$ cat config.mk
export PLATFORM = sky130hd
export DESIGN_NAME = ieee754_divider
export DESIGN_NICKNAME = d
export VERILOG_FILES = /design/src/rtl/ieee754_divider.sv
export SDC_FILE = /design/constraint.sdc
export NUM_CORES = 1
export LEC_CHECK = 0
export BUFFER_PORTS_ARGS = -buffer_cell sky130_fd_sc_hd__clkbuf_2
export CORE_MARGIN = 5
export CORE_UTILIZATION = 37
export DETAILED_ROUTE_END_ITERATION = 8
export GPL_ROUTABILITY_DRIVEN = 0
export PLACE_DENSITY = 0.63
export RECOVER_POWER = 50
export SLEW_MARGIN = 10
export SYNTH_ARGS = -nofsm -noshare
export SYNTH_HDL_FRONTEND = slang
export SYNTH_SLANG_ARGS = --single-unit
$ cat constraint.sdc
create_clock -name clk -period 6 [get_ports clk]
set_input_delay 0.6 -clock clk [delete_from_list [all_inputs] [get_ports clk]]
set_output_delay 0.6 -clock clk [all_outputs]
set_load 0.03 [all_outputs]
$ cat src/rtl/ieee754_divider.sv
// Sequential IEEE-754 single-precision divider (res = op1 / op2), restoring, one quotient bit per clock.
// Special operands resolve in 3 cycles, normal operands in 32, plus one cycle per subnormal normalisation shift.
module ieee754_divider (
   input  logic        clk,
   input  logic        rst,
   input  logic        ready,
   input  logic [31:0] op1,
   input  logic [31:0] op2,
   output logic [31:0] res,
   output logic        done
);

   localparam int QBITS = 27;

   typedef enum logic [3:0] {
      ST_IDLE, ST_UNPACK, ST_SPECIAL, ST_NORM1, ST_NORM2,
      ST_DIV, ST_POST, ST_ROUND, ST_PACK, ST_DONE
   } state_t;

   state_t             state_q, state_d;
   logic [31:0]        a_q, a_d, b_q, b_d;
   logic               sign_q, sign_d;
   logic signed [9:0]  e1_q, e1_d, e2_q, e2_d, esp_q, esp_d;
   logic [24:0]        mant1_q, mant1_d, mant2_q, mant2_d, rem_q, rem_d;
   logic [QBITS-1:0]   q_q, q_d;
   logic [4:0]         cnt_q, cnt_d;
   logic [22:0]        frac_q, frac_d;
   logic               guard_q, guard_d, sticky_q, sticky_d;
   logic [31:0]        res_q, res_d;

   logic a_nan, a_inf, a_zero, b_nan, b_inf, b_zero, is_special;
   logic rem_ge;
   logic [24:0] rem_sub;
   logic [23:0] frac_inc;

   assign a_nan      = (&a_q[30:23]) && (|a_q[22:0]);
   assign a_inf      = (&a_q[30:23]) && !(|a_q[22:0]);
   assign a_zero     = !(|a_q[30:0]);
   assign b_nan      = (&b_q[30:23]) && (|b_q[22:0]);
   assign b_inf      = (&b_q[30:23]) && !(|b_q[22:0]);
   assign b_zero     = !(|b_q[30:0]);
   assign is_special = a_nan | a_inf | a_zero | b_nan | b_inf | b_zero;

   assign rem_ge   = (rem_q >= mant2_q);
   assign rem_sub  = rem_q - mant2_q;
   assign frac_inc = {1'b0, frac_q} + 24'd1;

   always_ff @(posedge clk) begin
      if (rst) begin
         state_q  <= ST_IDLE;
         a_q      <= '0;
         b_q      <= '0;
         sign_q   <= 1'b0;
         e1_q     <= '0;
         e2_q     <= '0;
         esp_q    <= '0;
         mant1_q  <= '0;
         mant2_q  <= '0;
         rem_q    <= '0;
         q_q      <= '0;
         cnt_q    <= '0;
         frac_q   <= '0;
         guard_q  <= 1'b0;
         sticky_q <= 1'b0;
         res_q    <= '0;
      end else begin
         state_q  <= state_d;
         a_q      <= a_d;
         b_q      <= b_d;
         sign_q   <= sign_d;
         e1_q     <= e1_d;
         e2_q     <= e2_d;
         esp_q    <= esp_d;
         mant1_q  <= mant1_d;
         mant2_q  <= mant2_d;
         rem_q    <= rem_d;
         q_q      <= q_d;
         cnt_q    <= cnt_d;
         frac_q   <= frac_d;
         guard_q  <= guard_d;
         sticky_q <= sticky_d;
         res_q    <= res_d;
      end
   end

   // A NORM state exits on the same cycle as its final shift, so each leading zero costs exactly one cycle.
   always_comb begin
      state_d = state_q;
      case (state_q)
         ST_IDLE:    if (ready) state_d = ST_UNPACK;
         ST_UNPACK: begin
            if (is_special)               state_d = ST_SPECIAL;
            else if (a_q[30:23] == 8'd0)  state_d = ST_NORM1;
            else if (b_q[30:23] == 8'd0)  state_d = ST_NORM2;
            else                          state_d = ST_DIV;
         end
         ST_SPECIAL: state_d = ST_DONE;
         ST_NORM1:   if (mant1_q[22]) state_d = (b_q[30:23] == 8'd0) ? ST_NORM2 : ST_DIV;
         ST_NORM2:   if (mant2_q[22]) state_d = ST_DIV;
         ST_DIV:     if (cnt_q == 5'd0) state_d = ST_POST;
         ST_POST:    state_d = ST_ROUND;
         ST_ROUND:   state_d = ST_PACK;
         ST_PACK:    state_d = ST_DONE;
         ST_DONE:    state_d = ST_IDLE;
         default:    state_d = ST_IDLE;
      endcase
   end

   always_comb begin
      a_d      = a_q;
      b_d      = b_q;
      sign_d   = sign_q;
      e1_d     = e1_q;
      e2_d     = e2_q;
      esp_d    = esp_q;
      mant1_d  = mant1_q;
      mant2_d  = mant2_q;
      rem_d    = rem_q;
      q_d      = q_q;
      cnt_d    = cnt_q;
      frac_d   = frac_q;
      guard_d  = guard_q;
      sticky_d = sticky_q;
      res_d    = res_q;
      case (state_q)
         ST_IDLE: begin
            if (ready) begin
               a_d = op1;
               b_d = op2;
            end
         end
         ST_UNPACK: begin
            sign_d  = a_q[31] ^ b_q[31];
            e1_d    = (a_q[30:23] == 8'd0) ? 10'sd1 : $signed({2'b00, a_q[30:23]});
            e2_d    = (b_q[30:23] == 8'd0) ? 10'sd1 : $signed({2'b00, b_q[30:23]});
            mant1_d = {1'b0, (a_q[30:23] != 8'd0), a_q[22:0]};
            mant2_d = {1'b0, (b_q[30:23] != 8'd0), b_q[22:0]};
         end
         ST_SPECIAL: begin
            if (a_nan)                                    res_d = a_q | 32'h0040_0000;
            else if (b_nan)                               res_d = b_q | 32'h0040_0000;
            else if ((a_zero && b_zero) || (a_inf && b_inf)) res_d = 32'h7FC0_0000;
            else if (b_zero || a_inf)                     res_d = {sign_q, 8'hFF, 23'd0};
            else                                          res_d = {sign_q, 31'd0};
         end
         ST_NORM1: begin
            mant1_d = {mant1_q[23:0], 1'b0};
            e1_d    = e1_q - 10'sd1;
         end
         ST_NORM2: begin
            mant2_d = {mant2_q[23:0], 1'b0};
            e2_d    = e2_q - 10'sd1;
         end
         ST_DIV: begin
            // Partial remainder stays below mant2 after a step, so bit 24 is never lost by the shift.
            q_d   = {q_q[QBITS-2:0], rem_ge};
            rem_d = rem_ge ? {rem_sub[23:0], 1'b0} : {rem_q[23:0], 1'b0};
            cnt_d = cnt_q - 5'd1;
         end
         ST_POST: begin
            if (q_q[26]) begin
               frac_d   = q_q[25:3];
               guard_d  = q_q[2];
               sticky_d = (|q_q[1:0]) | (|rem_q);
            end else begin
               frac_d   = q_q[24:2];
               guard_d  = q_q[1];
               sticky_d = q_q[0] | (|rem_q);
               esp_d    = esp_q - 10'sd1;
            end
         end
         ST_ROUND: begin
            if (guard_q && (sticky_q || frac_q[0])) begin
               frac_d = frac_inc[22:0];
               if (frac_inc[23]) esp_d = esp_q + 10'sd1;
            end
         end
         ST_PACK: begin
            if (esp_q >= 10'sd255)    res_d = {sign_q, 8'hFF, 23'd0};
            else if (esp_q <= 10'sd0) res_d = {sign_q, 31'd0};
            else                      res_d = {sign_q, esp_q[7:0], frac_q};
         end
         default: ;
      endcase
      if (state_d == ST_DIV && state_q != ST_DIV) begin
         esp_d = e1_d - e2_d + 10'sd127;
         rem_d = mant1_d;
         q_d   = '0;
         cnt_d = 5'(QBITS - 1);
      end
   end

   always_comb begin
      done = (state_q == ST_DONE);
      res  = res_q;
   end

endmodule

==> metrics.txt <==
outcome finished, violations left; failing checks capacitance limit, slew limit; Clock Sink Count 263; VDD IR max approximately 300 uV; Top FF cell, synth dfxtp_1; Final Setup Violations 0; cts hold-fix bufs 0; PostCTS Resize Cnt 0; drt drc 0; Worst-path clk slew approximately 0.060 ns; Placed Cells approximately 2400; initial antenna violation count 0; Worst Path Required 6.23 ns; # IOs 100; Syn Nets 1976; post-route ant nets 0; slowest CP cell clkbuf_1; CTS tree built; H-tree depth 1; Die Y just over 200 um; global-route wire length before repair around 70 mm; drt wl/cell between 15 and 20 um; core box area a little under 40000 um2; RSZ-0062 raised after global routing no; Final Non-Filler Cells around 2400; drt first-iter violations 1091; Worst path max stage delay between 3 and 4 ns; area of the multi-input gates approximately 8500 um2; Fin Clk Skew between 0.02 and 0.025 ns; setup TNS 0 ns; leakage power around 5.7 nW; CP Launch Type input pin; row count slightly above 70; Initial Util between 30% and 40%; mean post-synth cell area about 7.8 um2; arrival time at the worst endpoint about 4.9 ns; asr flop ratio synth 0%; flops & latches, synth approximately 260; Max transition margin -212%; dpl hpwl ~33 mm; worst hold-check path type in -> reg; largest net degree at the start of global routing 136; post-synthesis cell area about 14000 um2; Setup CP Type in -> reg; Synth-to-Final Area Change 11.9%; final hold violation count 0; Die Wd slightly above 200 um; share of layout cells above drive strength 1 approximately 8.7%; f_max ~0.21 GHz; Vias/cell 5.75; Worst R2R Start state_q[2]; CP max FO roughly 140; final wirelength 45.2 mm; vias in the first global route 12635; total power 9.09 mW; Critical path origin rst; Root Driver clkbuf_16; YS warnings 0; fin nets roughly 2000; crit-path cells buf_6, clkbuf_1, nor3_1; Pwr Density 564 nW/um2; Final period util about four fifths; Reg area roughly 5300 um2; Cells after Synth between 1500 and 2000; total grt overflow 0; Tightest Pin Transition 4.68 ns; Max clock buf depth 3; post-synth cell types 74; final max-slew violation count 209; Final Critical Period ~4.7 ns; Post-synth EDFFs 0; die area 43000 um2; fill cell total of the finished layout about 4000; DR vias ~14000; post-synthesis sequential area ratio between 30% and 40%; 1st-pass router iterations 6; Post-CTS Repair Setup Buffers 0; crit path capture type flip-flop; min-delay src op2[11]; CTS Buf Count 29; max cap viols 3; count of input and output buffers 99; worst skew pair latency 0.57 ns; GRT Resource Usage Total between 10% and 20%
==> worst max-delay path: cells and delay by family <==
| family | cells | cell delay, ns |
|---|---|---|
| buffers and inverters | 2 | 3.96 |
| AND/OR/NAND/NOR | 1 | 0.24 |
==> synth_stat cells (12+ instances only) <==
library cell | number | area (um2)
nor3_1 | 72 | 360
mux2i_1 | 54 | 541
a21o_1 | 14 | 105
nor2_1 | 143 | 537
o21ai_0 | 78 | 390
a22oi_1 | 36 | 270
inv_1 | 49 | 184
a211oi_1 | 49 | 368
nand2_1 | 314 | 1180
nand4_1 | 16 | 100
a21oi_1 | 209 | 1050
a311oi_1 | 12 | 105
clkbuf_1 | 106 | 398
nand3_1 | 34 | 170
a22o_1 | 20 | 175
nor2b_1 | 33 | 206
dfxtp_1 | 263 | 5270
xor2_1 | 15 | 131
nor4_1 | 29 | 181
xnor2_1 | 26 | 228
a221oi_1 | 30 | 263
and3_1 | 15 | 93.8
ha_1 | 54 | 676
==> layer usage <==
metal	global-route usage [%]	wire, um
met1	27.3	20200
met2	32.5	21000
met3	3.54	3020
met4	4.54	1030
met5	0	0
==> final timing paths <==
kind                            endpoint  slack, ns  depth (start not counted)
worst min register to register   res[30]       0.45                          2
worst min-delay path             b_q[11]       0.25                          3
worst max-delay path             res[17]       1.29                          3
worst max register to register  esp_q[9]       1.52                         18
==> where the power goes <==
group | leakage [nW] | internal (mW) | switching (mW)
Sequential | 2.14 | 2.07 | 0.405
Clock | 0.487 | 1.09 | 0.749
Combinational | 3.04 | 1.77 | 3.01
Total | 5.66 | 4.93 | 4.16
==> cells in the final DEF, fill, tap and decap left out, types with 36 or more instances in the layout <==
| cell | Yosys | routed |
|---|---|---|
| mux2i_1 | 54 | 54 |
| inv_1 | 49 | 49 |
| a211oi_1 | 49 | 49 |
| dfxtp_1 | 263 | 262 |
| clkbuf_1 | 106 | 37 |
| o21ai_0 | 78 | 78 |
| clkbuf_2 | 0 | 66 |
| ha_1 | 54 | 54 |
| a22oi_1 | 36 | 36 |
| nand2_1 | 314 | 314 |
| nor2_1 | 143 | 141 |
| a21oi_1 | 209 | 209 |
| nor3_1 | 72 | 71 |
==> cell type report <==
class                   count  area share, %
diodes                      1         0.0155
clock buffers              35           4.83
clock inverters            17           1.19
inverters                  49           1.14
multi-input cells        1410           52.5
flip-flops and latches    263           32.7
well taps                 518           4.02
repair buffers            117           3.66
==> state kept, by name (all words and copies together) (netlist names), 23 cells and up <==
signal / cells
mant2_q: 25
res: 32
mant1_q: 25
q_q: 27
frac_q: 23
b_q: 32
a_q: 32
rem_q: 25
==> logic make-up after synthesis <==
logic type,count (synthesis),share of synthesized area [%]
buf+inv,179,4.89
compound gates,539,24.0
xor+xnor,41,2.49
mux,58,4.09
fa+ha+maj,57,5.11
flops,263,36.6
simple gates,715,22.8
==> metrics by stage <==
| step | area [um2] | hold WS [ns] | utilization (%) | setup WS (ns) |
|---|---|---|---|---|
| after floorplan | 14400 | 0.429 | - | 2.32 |
| after global placement | 15200 | 0.441 | 39.4 | 2.00 |
| after detailed placement | 15200 | 0.445 | 39.4 | 1.85 |
| after CTS | 16200 | 0.233 | 41.9 | 1.81 |
| after global routing | 16100 | 0.242 | 41.8 | 0.920 |
| final | 16100 | 0.247 | 41.8 | 1.29 |
No activity file was read; power rests on OpenSTA's default activity.
